===== src/rtl/mem_arbiter.sv =====
// rtl/mem_arbiter.sv - two-port (fetch/data) arbiter onto a single physical memory controller
// Data port has priority; a starvation counter forces a fetch grant after STARVE_LIMIT data wins.
module mem_arbiter #(
   parameter int STARVE_LIMIT = 4
) (
   input  logic        clk,
   input  logic        rst,
   input  logic        instr_req,
   input  logic [31:0] instr_addr,
   output logic [31:0] instr_data,
   output logic        instr_ready,
   input  logic        data_req,
   input  logic        data_is_write,
   input  logic [31:0] data_addr,
   input  logic [31:0] data_wdata,
   output logic [31:0] data_rdata,
   output logic        data_ready,
   output logic        dev_mem_start,
   output logic [31:0] dev_mem_addr,
   output logic [31:0] dev_mem_data_out,
   output logic        dev_mem_is_write,
   input  logic [31:0] dev_mem_data_in,
   input  logic        dev_mem_busy
);

   typedef enum logic [1:0] {IDLE, ISSUE, WAIT, RESP} state_t;

   localparam logic [2:0] LIMIT = 3'(STARVE_LIMIT);

   state_t     state;
   logic       owner_instr;
   logic [2:0] starve_cnt;
   logic       grant_data;
   logic       grant_instr;

   always_comb begin
      grant_data  = 1'b0;
      grant_instr = 1'b0;
      if (data_req && !(instr_req && starve_cnt == LIMIT))
         grant_data = 1'b1;
      else if (instr_req)
         grant_instr = 1'b1;
   end

   always_ff @(posedge clk or posedge rst) begin
      if (rst) begin
         state            <= IDLE;
         owner_instr      <= 1'b0;
         starve_cnt       <= 3'd0;
         instr_data       <= 32'd0;
         instr_ready      <= 1'b0;
         data_rdata       <= 32'd0;
         data_ready       <= 1'b0;
         dev_mem_start    <= 1'b0;
         dev_mem_addr     <= 32'd0;
         dev_mem_data_out <= 32'd0;
         dev_mem_is_write <= 1'b0;
      end else begin
         dev_mem_start <= 1'b0;
         instr_ready   <= 1'b0;
         data_ready    <= 1'b0;
         case (state)
            IDLE: begin
               if (grant_data) begin
                  owner_instr      <= 1'b0;
                  dev_mem_addr     <= data_addr;
                  dev_mem_data_out <= data_wdata;
                  dev_mem_is_write <= data_is_write;
                  dev_mem_start    <= 1'b1;
                  state            <= ISSUE;
                  // Only a loss while the fetch port is actually waiting counts as starvation
                  if (instr_req && starve_cnt < LIMIT)
                     starve_cnt <= starve_cnt + 3'd1;
               end else if (grant_instr) begin
                  owner_instr      <= 1'b1;
                  dev_mem_addr     <= instr_addr;
                  dev_mem_data_out <= 32'd0;
                  dev_mem_is_write <= 1'b0;
                  dev_mem_start    <= 1'b1;
                  starve_cnt       <= 3'd0;
                  state            <= ISSUE;
               end
            end
            ISSUE: state <= WAIT;
            WAIT: begin
               if (!dev_mem_busy) begin
                  if (owner_instr) begin
                     instr_data  <= dev_mem_data_in;
                     instr_ready <= 1'b1;
                  end else begin
                     if (!dev_mem_is_write)
                        data_rdata <= dev_mem_data_in;
                     data_ready <= 1'b1;
                  end
                  state <= RESP;
               end
            end
            RESP: state <= IDLE;
            default: state <= IDLE;
         endcase
      end
   end

endmodule


===== config.mk =====
export PLATFORM = sky130hd
export DESIGN_NAME = mem_arbiter
export DESIGN_NICKNAME = d
export VERILOG_FILES = /design/src/rtl/mem_arbiter.sv
export SDC_FILE = /design/constraint.sdc
export NUM_CORES = 1
export LEC_CHECK = 0
export ABC_AREA = 1
export CAP_MARGIN = 20
export CORE_ASPECT_RATIO = 1.25
export CORE_UTILIZATION = 38
export CTS_CLUSTER_SIZE = 30
export DETAILED_ROUTE_END_ITERATION = 8
export GPL_ROUTABILITY_DRIVEN = 0
export GPL_TIMING_DRIVEN = 0
export PLACE_DENSITY = 0.79
export SLEW_MARGIN = 20
export SYNTH_ARGS = -nofsm -noshare
export SYNTH_HDL_FRONTEND = slang
export SYNTH_SLANG_ARGS = --single-unit

===== constraint.sdc =====
create_clock -name clk -period 4.6 [get_ports clk]
set_input_delay 0.92 -clock clk [delete_from_list [all_inputs] [get_ports clk]]
set_output_delay 0.92 -clock clk [all_outputs]
set_load 0.005 [all_outputs]

# Word-level counts from Yosys, hierarchy flattened
# Index checks and enable logic that the tools add are counted.
classes:
  bitwise: 3
  n_shift: 0
  order_cmp: 1
  muxes: 27
  n_reduce_logical: 11
  div: 0
  n_mul: 0
  addsub: 1
  n_eq_ne: 7
ops:
  columns: ["cell", "n"]
  rows:
  - ["two-way mux 32 bit", 4]
  - ["two-way mux 1 bit", 16]
  - ["two-way mux 3 bit", 3]
  - ["case mux 2 bit (4 select lines)", 1]
  - ["two-way mux 2 bit", 3]
  - ["AND reduction 3 bit", 2]
  - ["== test 2 bit (second input constant)", 2]
  - ["AND reduction 2 bit", 2]
  - ["AND reduction 4 bit", 1]
  - ["adder 3 x 1 -> 3 bit (second input constant)", 1]
  - ["== test 3 bit (second input constant)", 1]
  - ["logical AND 1 bit", 3]
  - ["less-than comparator 3 bit (second input constant)", 1]
  - ["!= test 3 bit (second input constant)", 1]
  - ["NOT 1 bit", 3]
  - ["== test 2 x 1 -> 1 bit (second input constant)", 1]
  - ["logical NOT 2 bit", 1]
  - ["!= test 2 x 1 -> 1 bit (second input constant)", 1]
  - ["!= test 2 bit (second input constant)", 1]
  - ["nonzero test 2 bit", 1]
  - ["logical NOT 1 bit", 1]
totals:
  mem_count: 0
  latchBits: 0
  input_bits: 134
  elab_cells: 61
  output_inout_bits: 132
  ram_bits: 0
  register_bits: 138
  mem_bits_ro: 0

# Logic depth before layout (Yosys ltp)
# Gate-level depths: netlist of the first run.
logic_depth:
  ltp_word: 8
  mapped_depth: 9
  ltp_nobuf: 7

# Worst setup path before layout of the first run
# Ideal clock, no wire load.
synth_timing:
  path_type: "input -> register"
  from: "in data_req"
  to: "reg dev_mem_addr[0]"
  cell_stages: 8
  t_arrival_ns: 1.733
  slack_ns: 2.749
  required_time_ns: 4.482
  path_buffers: 3
  path_cell_list: "buf_2 -> inv_2 -> a21oi_4 -> inv_2 -> buf_6 -> buf_6 -> nand2_1 -> nand2_1"
synth_between:
  elab_chain_len: 4
  elab_cells_between_ends: 6
  classes_between: "mux (3); reduce/logical (3)"
synth_rtl:
  columns: ["element", "line_no", "text"]
  rows:
  - ["start, declared", "12", "input logic data_req,"]
  - ["logical AND 1 bit *", "39", "if (data_req && !(instr_req && starve_cnt == LIMIT))"]
  - ["two-way mux 1 bit", "39", null]
  - ["nonzero test 2 bit (no line)", null, null]
  - ["AND reduction 2 bit (no line)", null, null]
  - ["end signal, assigned", "66", "dev_mem_addr <= data_addr;"]
  - ["end signal, assigned", "76", "dev_mem_addr <= instr_addr;"]
  - ["end, declared", "19", "output logic [31:0] dev_mem_addr,"]
# Mark *: on every way between the ends. The rest lies on a longest branch, timed or not.
# A chain may end at the register's enable or synchronous reset.

# Worst setup path after layout of the first run
layout_timing:
  from: "reg dev_mem_is_write"
  to: "out dev_mem_is_write"
layout_lines:
  columns: ["element", "line_no", "text"]
  rows:
  - ["start, declared", "21", "output logic dev_mem_is_write,"]
  - ["start signal, assigned", "68", "dev_mem_is_write <= data_is_write;"]
# No word-level cell between the ends.

==> results of run 1 <==
## registers in the layout, indices dropped and copies added, names as in the netlist
register	cells
owner_instr	1
dev_mem_addr	32
state	2
instr_ready	1
dev_mem_start	1
data_rdata	32
dev_mem_is_write	1
dev_mem_data_out	32
starve_cnt	3
instr_data	32
data_ready	1
## layer usage
metal / GRT usage [%] / routed length (um) / vias to the layer above / part of all wire [%]
met3: 3.84 / 692 / 41 / 4.2
met2: 38.1 / 8490 / 176 / 51
met1: 25.1 / 6690 / 2536 / 40
met5: 0 / 0 / - / 0
li1: - / - / 2727 / -
met4: 10.6 / 683 / 0 / 4.1
## per-stage QoR
step | utilization (%) | cell area, um2 | power (mW)
global route | 62.9 | 9480 | 6.17
finish | 62.9 | 9480 | 5.76
CTS | 62.9 | 9480 | 5.82
detailed placement | 58.9 | 8890 | 4.42
global placement | 58.4 | 8810 | 4.35
floorplan | - | 5900 | 2.96
## synthesized netlist by cell type, drive strengths merged
master	count
nand2	272
dfrtp	138
inv	112
o21ai	68
nand3	67
buf	20
clkbuf	16
nor2	10
ha	5
a21oi	1
nor3	1
## area by class of cell
class	count	area, um2	area share [%]
clock inverter	14	164	1.73
timing repair buffer	268	2720	28.7
clock buffer	18	429	4.53
multi-input combinational	424	1820	19.2
inverter	112	424	4.47
tap	208	260	2.75
sequential	138	3450	36.4
buffer	36	204	2.15
## where the power goes
| group | internal (mW) | total (mW) | switching, mW |
|---|---|---|---|
| registers | 1.76 | 2.05 | 0.288 |
| clock network | 0.814 | 1.37 | 0.552 |
| logic | 1.34 | 2.34 | 1.01 |
## final timing paths
| check | from | endpoint | slack, ns | cells past startpoint |
|---|---|---|---|---|
| hold / removal | dev_mem_data_out[13] | dev_mem_data_out[13] | 0.47 | 2 |
| hold reg to reg | dev_mem_data_out[13] | dev_mem_data_out[13] | 0.47 | 2 |
| max in group asynchronous | rst | dev_mem_addr[2] | 2.86 | 4 |
| setup / recovery | dev_mem_is_write | dev_mem_is_write | 2.35 | 1 |
| min in group asynchronous | rst | data_rdata[1] | 0.94 | 2 |
| setup reg to reg | state[0] | instr_data[20] | 2.80 | 8 |
## kinds of logic (layout without fill, tap and decap cells)
family                     after synthesis  count (layout)  synth area share [%]
DFF                                    138             138                  58.5
AOI/OAI and AO/OA                       69              69                  6.04
adders and majority gates                5               5                  1.06
and+or+nand+nor                        350             350                  23.8
buffers and inverters                  148             448                  10.6
==> flow_summary.json, run 1 <==
{
  "fin_crit_sh_pct": 48.9,
  "cp_slowest_cell": "clkdlybuf4s50_1",
  "nFillCells": 1270,
  "clk_pin_slew_worst_paths_ns": 0.06,
  "synth_area_leaders": "dfrtp_1 59%, nand2_1 17%, inv_1 7.0%",
  "pwr_density_cell_nw_per_um2": 607,
  "rows": 50,
  "timing.critical_path.buf_inv": 1,
  "setup_slack_ns": 2.35,
  "avgSynthCellArea_um2": 8.31,
  "arrival_ns": 1.33,
  "cp-end-kind": "output pin",
  "slowest_delay_ns": 0.55,
  "final-hold-violation-count": 0,
  "worstMarginPinSlew_ns": 0.640,
  "grt_max_degree": 31,
  "drc": 0,
  "cts_inserted_buffers": 17,
  "track_usage_pct": 21.5,
  "leakage_nw": 4.79,
  "timing.hold.ws_ns": 0.474,
  "pre_cts_ws_ns": 1.95,
  "grt.overflow.total": 0,
  "yosysTopAreaCell": "dfrtp_1",
  "cts.sinks": 138,
  "yosysSeqAreaShare_pct": 58.5,
  "fin_cells": 1218,
  "floorplan.initialDensity_pct": 39.1,
  "num_vias": 5480,
  "crit_family": "buffers and inverters",
  "setup_tns_ns": 0,
  "yosysWarnings": 0,
  "status": "finished clean",
  "finalSetupViolCount": 0,
  "syn-cell-area_um2": 5900,
  "grt_pass1_wl_mm": 27.1,
  "dp_cells": 1186,
  "first_pass_iters": 5,
  "postRouteAntennaNets": 0,
  "n_antenna_cell": 0,
  "wl_per_cell_um": 13.6,
  "num_io_pins": 266,
  "crit_chain": "clkdlybuf4s50_1",
  "layout-area-overhead-vs-synth_pct": 60.7,
  "grt_pass1_vias": 5550,
  "die_area_um2": 16000,
  "rsz0062_at_grt": "no",
  "ys_ff_latch": 138,
  "ctsHoldBuffers": 0,
  "drt_iter0_drc": 270,
  "max-cap-violations": 0,
  "startpoint_type": "flip-flop",
  "die_h_um": 141,
  "synth_cell_types": 17,
  "htree_levels": 4,
  "wl_mm": 16.5,
  "cp.required_ns": 3.68,
  "skew_ns": 0.0103,
  "vdd_drop_max_mv": 0.318,
  "clockBufferDepth": 2,
  "insertion_delay_ns": 0.40,
  "cts-root-buf": "clkbuf_16",
  "synth_cells": 710,
  "hold_path_class": "flip-flop to flip-flop",
  "layout.nets": 1136,
  "cts_resized": 0,
  "worstSetupPathType": "flip-flop to output pin",
  "slew_headroom_pct": 57.2,
  "cts_setup_buffers": 0,
  "final_common_cell": "nand2_1",
  "max_freq_ghz": 0.445,
  "synth_top_area_share_pct": 58.5,
  "port_buffers": 264,
  "drv_slew": 0,
  "critPathMaxFanout": 3,
  "via_per_inst": 4.50,
  "layout_common_cells": "271 x nand2_1, 264 x clkdlybuf4s50_1, 138 x dfrtp_1",
  "fin_crit_ns": 2.25,
  "cts_tree": "yes",
  "synth_nets": 849,
  "coreArea_um2": 15100,
  "drive_above_1_share_pct": 5.94,
  "antenna_found_initial": 0,
  "die_w_um": 113,
  "place_hpwl_mm": 12.5
}
Note: power is estimated with default switching activity, not from simulation.
==> run 2: changes to the inputs <==
- clock period: 4.6 -> 2 ns (I/O delays scaled with it)
==> run 2 against run 1 <==
Compared with the run above:
- utilization is essentially flat
- combinational power grew 130%
- via count shrank 0.29%
- global-route usage is the same
- sequential power grew 130%
- clock power grew 130%
- sequential cell count is the same
- count of clock-buffer cells in the layout is the same
- critical endpoint is now dev_mem_data_out[4]
- highest routed layer unchanged
==> flow_summary.json, run 2 (synthesized netlist as in run 1, its figures left out) <==
{
  "pwr_density_cell_nw_per_um2": 1400,
  "nFillCells": 1271,
  "crit_end": "dev_mem_data_out[4]",
  "r2r-end": "dev_mem_data_out[4]",
  "ctsHoldBuffers": 0,
  "grt_pass1_wl_mm": 27.1,
  "num_io_pins": 266,
  "layout_common_cells": "271 x nand2_1, 264 x clkdlybuf4s50_1, 138 x dfrtp_1",
  "final_common_cell": "nand2_1",
  "worstSetupPathType": "flip-flop to flip-flop",
  "num_vias": 5464,
  "clk_pin_slew_worst_paths_ns": 0.06,
  "cts_setup_buffers": 0,
  "arrival_ns": 2.11,
  "rows": 50,
  "slew_headroom_pct": 57.4,
  "cp.required_ns": 2.34,
  "coreArea_um2": 15100,
  "status": "finished clean",
  "hold_path_class": "input pin to asynchronous set/reset pin",
  "die_h_um": 141,
  "layout.nets": 1136,
  "via_per_inst": 4.49,
  "antenna_found_initial": 0,
  "rsz0062_at_grt": "no",
  "worstRegToRegCells": 8,
  "port_buffers": 264,
  "setup_slack_ns": 0.222,
  "pre_cts_ws_ns": -0.132,
  "first_pass_iters": 4,
  "grt_pass1_vias": 5550,
  "cts-root-buf": "clkbuf_16",
  "layout-area-overhead-vs-synth_pct": 60.8,
  "crit_start": "starve_cnt[0]",
  "drive_above_1_share_pct": 6.34,
  "die_area_um2": 16000,
  "cts_resized": 0,
  "cts.sinks": 138,
  "track_usage_pct": 21.5,
  "place_hpwl_mm": 12.5,
  "cp-end-kind": "flip-flop",
  "fin_crit_ns": 1.78,
  "grt.overflow.total": 0,
  "drc": 0,
  "reg2reg_from": "starve_cnt[0]",
  "fin_crit_sh_pct": 88.9,
  "drt_iter0_drc": 275,
  "die_w_um": 113,
  "clockBufferDepth": 2,
  "wl_mm": 16.5,
  "setup_tns_ns": 0,
  "htree_levels": 4,
  "cts_tree": "yes",
  "wl_per_cell_um": 13.6,
  "worstMarginPinSlew_ns": 0.638,
  "n_antenna_cell": 0,
  "leakage_nw": 4.80,
  "skew_ns": 0.0103,
  "max-cap-violations": 0,
  "max_freq_ghz": 0.562,
  "drv_slew": 0,
  "postRouteAntennaNets": 0,
  "final-hold-violation-count": 0,
  "floorplan.initialDensity_pct": 39.1,
  "grt_max_degree": 31,
  "startpoint_type": "flip-flop",
  "finalSetupViolCount": 0,
  "cts_inserted_buffers": 17,
  "insertion_delay_ns": 0.40,
  "critPathMaxFanout": 10,
  "vdd_drop_max_mv": 0.729,
  "reg2reg_slack_ns": 0.22
}
[run 2: cell counts in the layout (fill, tap and decap cells not counted)]
Identical to the previous run, type by type.
[run 2: through the flow]
step,utilization [%],cells,hold WS (ns),cell area (um2),power (mW)
final,62.9,1218,0.417,9490,13.2
after global routing,62.9,1218,0.435,9490,14.2
after CTS,62.9,1218,0.404,9480,13.4
after detailed placement,58.9,1186,0.464,8890,10.2
after global placement,58.4,1182,0.461,8810,10.0
after floorplan,-,710,0.450,5900,6.81
[run 2: critical path: stages (launching register included)]
cell	delay, ns
dfrtp_1	0.38
inv_1	0.07
ha_1	0.19
nand3_1	0.23
nand2_2	0.18
nor2_2	0.30
buf_4	0.24
nand2_1	0.07
nand2_1	0.06
[run 2: power by group]
group          leakage [nW]  switching (mW)  internal, mW  total, mW
clock                 0.274            1.27          1.87       3.14
sequential             1.73           0.663          4.05       4.71
combinational          2.79            2.31          3.08       5.39
total                  4.80            4.24          9.00       13.2
[run 2: worst min path at each step]
stage | end | slack [ns]
CTS | dev_mem_addr[31] | 0.40
global placement | dev_mem_data_out[1] | 0.46
floorplan | data_ready | 0.45
finish | data_rdata[1] | 0.42
global route | dev_mem_addr[30] | 0.43
detailed placement | dev_mem_data_out[27] | 0.46
[run 2: metal layers]
| metal | vias up | global-route usage [%] | routed length, um |
|---|---|---|---|
| li1 | 2728 | - | - |
| met3 | 43 | 3.84 | 747 |
| met4 | 0 | 10.6 | 721 |
| met1 | 2507 | 25.1 | 6640 |
| met2 | 186 | 38.1 | 8390 |
| met5 | - | 0 | 0 |
[run 2: final cells by class]
class,instances,area (um2),area share (%)
flip-flops and latches,138,3450,36.4
repair buffers,268,2720,28.7
multi-input cells,424,1820,19.2
clock buffers,18,429,4.52
inverters,112,424,4.47
well taps,208,260,2.74
plain buffers,36,209,2.20
clock inverters,14,164,1.73
